**config.mk**
```make
export PLATFORM = sky130hd
export DESIGN_NAME = lottery_input_conditioner
export DESIGN_NICKNAME = d
export VERILOG_FILES = /design/src/rtl/lottery_input_conditioner.sv
export SDC_FILE = /design/constraint.sdc
export NUM_CORES = 1
export LEC_CHECK = 0
export ABC_AREA = 1
export BUFFER_PORTS_ARGS = -buffer_cell sky130_fd_sc_hd__buf_4
export CORE_AREA = 5 5 78 80
export CTS_BUF_LIST = sky130_fd_sc_hd__clkbuf_4 sky130_fd_sc_hd__clkbuf_8 sky130_fd_sc_hd__clkbuf_16
export CTS_CLUSTER_SIZE = 16
export DETAILED_ROUTE_END_ITERATION = 10
export DIE_AREA = 0 0 83 85
export MAX_ROUTING_LAYER = met4
export PLACE_DENSITY = 0.69
export SKIP_CTS_REPAIR_TIMING = 1
export SYNTH_ARGS = -nofsm -noshare
export SYNTH_HDL_FRONTEND = slang
export SYNTH_SLANG_ARGS = --single-unit
```
**constraint.sdc**
```tcl
create_clock -name clk -period 2.2 [get_ports clk]
set_input_delay 0.22 -clock clk [delete_from_list [all_inputs] [get_ports clk]]
set_output_delay 0.22 -clock clk [all_outputs]
set_load 0.005 [all_outputs]
```
**src/rtl/lottery_input_conditioner.sv**
```systemverilog
`default_nettype none
// +-----------------------------------------------------------------------------+
// | lottery_input_conditioner: sync, debounce and edge-detect DE2 keys/switches |
// | Rev 1.0                                                                     |
// +-----------------------------------------------------------------------------+
module lottery_input_conditioner #(
  parameter int DEBOUNCE_CYCLES = 50000,
  parameter int CNT_W           = 16
) (
  input  logic       clk,
  input  logic       reset,
  input  logic       key_insert_n,
  input  logic       key_finish_n,
  input  logic [3:0] sw_num,
  output logic [3:0] num_out,
  output logic       insert_pulse,
  output logic       finish_pulse,
  output logic       invalid_flag
);

  localparam logic [CNT_W-1:0] CNT_LAST = CNT_W'(DEBOUNCE_CYCLES - 1);

  logic [1:0] key_raw;
  logic [1:0] key_s1;
  logic [1:0] key_s2;
  logic [1:0] press;
  logic [3:0] sw_s1;
  logic [3:0] sw_s2;
  logic       finish_pending;
  logic       ins_press;
  logic       fin_press;
  logic       digit_ok;
  logic       fin_want;

  assign key_raw = {key_finish_n, key_insert_n};

  always_ff @(posedge clk) begin
    if (reset) begin
      key_s1 <= 2'b11;
      key_s2 <= 2'b11;
      sw_s1  <= 4'd0;
      sw_s2  <= 4'd0;
    end else begin
      key_s1 <= key_raw;
      key_s2 <= key_s1;
      sw_s1  <= sw_num;
      sw_s2  <= sw_s1;
    end
  end

  // Bit 0 is INSERT, bit 1 is FINISH; a press is the stable 1->0 flip itself.
  for (genvar i = 0; i < 2; i++) begin : g_key
    logic             stable;
    logic [CNT_W-1:0] cnt;
    logic             flip;

    assign flip     = (key_s2[i] != stable) && (cnt == CNT_LAST);
    assign press[i] = flip && !key_s2[i];

    always_ff @(posedge clk) begin
      if (reset) begin
        stable <= 1'b1;
        cnt    <= '0;
      end else if (key_s2[i] == stable) begin
        cnt <= '0;
      end else if (flip) begin
        stable <= key_s2[i];
        cnt    <= '0;
      end else begin
        cnt <= cnt + 1'b1;
      end
    end
  end

  assign ins_press = press[0];
  assign fin_press = press[1];
  assign digit_ok  = (sw_s2 <= 4'd9);
  // A finish colliding with an insert press is held one cycle so strobes never overlap.
  assign fin_want  = finish_pending || fin_press;

  always_ff @(posedge clk) begin
    if (reset) begin
      num_out        <= 4'd0;
      insert_pulse   <= 1'b0;
      finish_pulse   <= 1'b0;
      invalid_flag   <= 1'b0;
      finish_pending <= 1'b0;
    end else begin
      insert_pulse   <= ins_press && digit_ok;
      finish_pulse   <= fin_want && !ins_press;
      finish_pending <= fin_want && ins_press;
      if (ins_press) begin
        if (digit_ok) begin
          num_out      <= sw_s2;
          invalid_flag <= 1'b0;
        end else begin
          invalid_flag <= 1'b1;
        end
      end
    end
  end

endmodule
`default_nettype wire
```
==> impl_metrics.tcl <==
set metrics [dict create \
    netlist_area_um2 2320 \
    cts_buffers 5 \
    nNetsFinal 331 \
    worst_slew_pin_slew_ns 0.599 \
    synth_edf_count 0 \
    cts.path.max_buffers 2 \
    worstSetupStartpointType "flop" \
    ys_types 29 \
    finalCriticalPeriod_ns 1.64 \
    regArea_um2 1080 \
    drtPass1Iterations 4 \
    multi_input_area_um2 1040 \
    wl_mm 3.72 \
    ios 15 \
    fillers 550 \
    yosys_warnings 0 \
    drc_errors 0 \
    vias 1798 \
    min_period_over_period 0.745 \
    required_ns 2.38 \
    cp_num_buf_inv 0 \
    place.gp.congestion 0.825 \
    rsz0062_at_grt "false" \
    synth.avg_cell_area_um2 7.64 \
    route.met3.wl_um 111 \
    cts_tree "done" \
    crit_family "simple AND/OR/NAND/NOR gates" \
    grt_pass1_vias 1629 \
    antenna_found_initial 0 \
    cp.arrival_ns 1.82 \
    rows 27 \
    setup-tns-final_ns 0 \
    avgViaCountPerCell 4.56 \
    critPathCaptureType "flop" \
    diodes 0 \
    die_area_um2 7060 \
    clock_skew_ns 0.00970 \
    outcome "complete, no violations" \
    cts_root_buf "clkbuf_8" \
    top_layer_used "met4" \
    antenna_left 0 \
    drv_slew 0 \
    worstSetupPathType "flop to flop" \
    worst-path-max-fanout 15 \
    fp.dieW_um 83 \
    finalSetupViolations 0 \
    syn_nets 314 \
    leakagePower_uw 0.00103 \
    grt_usage 0.116 \
    final_area_um2 2580 \
    clock-sinks 54 \
    wl_met1_mm 1.82 \
    dp_hpwl_mm 2.74 \
    met2_length_mm 1.72 \
    maxSlewHeadroom 0.596 \
    start_util 0.435 \
    port_buffers 14 \
    hold_violations 0 \
    drtIter0Drc 80 \
    final_util 0.483 \
    layout-drive-gt1-share 0.158 \
    crit_slowest_cell "nand2_1" \
    totalPowerFinal_uw 1610 \
    mostFrequentLayoutCell "nand2_1" \
    syn_inst 304 \
    synthFlopType "dfxtp_1" \
    vdd_drop_max_mv 0.374 \
    p_per_area_nw_per_um2 624 \
    yosysSeqAreaShare 0.465 \
    grt_start_max_net_pins 20 \
    clock_latency_ns 0.31 \
    area_growth_pct 11.0 \
    pre_cts_slack_ns 0.549 \
    core_area_um2 5340 \
    cp_cell_sequence "ha_1 -> nand3_1 -> nor2_1 -> nand3_1 -> nand2_1 -> nor2_1" \
    min_path_type "input pin to flop" \
    grt_pass1_wl_mm 6.69 \
    clkTransAtPathRegs_ns 0.10 \
    max_freq_mhz 610 \
    setup_ws_ns 0.562 \
    postPlaceCellArea_um2 2480 \
    final_cell_mix "nand2_1, dfxtp_1, nor2_1" \
    cp_slowest_stage_delay_ns 0.39 \
    async_reset_ff_frac 0 \
    overflow 0 \
    die_y_um 85 \
    ys_ff_latch 54 \
    wl_per_cell_um 9.44 \
    htreeDepth 2 \
    cap_violations 0 \
]
## path summary, 6_finish.rpt
kind | from | to | slack (ns) | cells after the start
hold reg to reg | sw_s1[2]$_SDFF_PP0_ | sw_s2[2]$_SDFF_PP0_ | 0.41 | 2
setup reg to reg | g_key[1].cnt[0]$_SDFF_PP0_ | g_key[1].cnt[10]$_SDFF_PP0_ | 0.56 | 6
hold / removal | key_insert_n | key_s1[0]$_SDFF_PP1_ | 0.08 | 2
setup / recovery | g_key[1].cnt[0]$_SDFF_PP0_ | g_key[1].cnt[10]$_SDFF_PP0_ | 0.56 | 6
## stage by stage
step                hold WS, ns  instances
floorplan                 0.324        304
finish                   0.0800        394
CTS                      0.0701        394
global route             0.0688        394
global placement          0.389        386
detailed placement        0.393        386
## registers in the layout, summed over array words and instances (netlist names)
register and count:
sw_s2 4, key_s2 2, g_key.cnt 32, key_s1 2, invalid_flag 1, sw_s1 4, g_key.stable 2, finish_pending 1
finish_pulse 1, num_out 4, insert_pulse 1
## synth_stat cells (all sizes together), types with 4 or more instances
cell type | instances | share of area
nand2 | 62 | 0.10
nor2 | 61 | 0.12
dfxtp | 54 | 0.47
inv | 43 | 0.071
nand3 | 20 | 0.050
a21oi | 11 | 0.027
nand4 | 11 | 0.030
xor2 | 9 | 0.034
or2 | 8 | 0.022
nor3 | 7 | 0.025
o21ai | 5 | 0.011
xnor2 | 4 | 0.015
## layout make-up
class | instances | area share
timing repair buffer | 14 | 0.0407
sequential | 54 | 0.419
tap | 72 | 0.0349
clock buffer | 5 | 0.0267
multi-input combinational | 203 | 0.405
clock inverter | 3 | 0.0102
inverter | 43 | 0.0635
## per-layer routing
metal,up-vias,global-route usage
met5,-,-
met4,0,0.0475
met3,7,0.0262
met2,14,0.184
met1,801,0.143
li1,976,-
## kinds of logic after synthesis
family / share of synthesized area
AO/OA/AOI/OAI: 0.0404
XOR/XNOR: 0.0490
adder cells (fa/ha/maj): 0.0108
buffers and inverters: 0.0851
flip-flops: 0.465
AND/OR/NAND/NOR: 0.349
## worst register-to-register path: stages (launching register included)
cell and delay [ns]:
dfxtp_1 0.38, ha_1 0.20, nand3_1 0.12, nor2_1 0.17, nand3_1 0.14, nand2_1 0.39
nor2_1 0.11
## power by group
group	switching [uW]	internal [uW]
sequential	4.48	988
clock	345	235
combinational	21.1	15.6
total	371	1240
No activity file was read; power rests on OpenSTA's default activity.
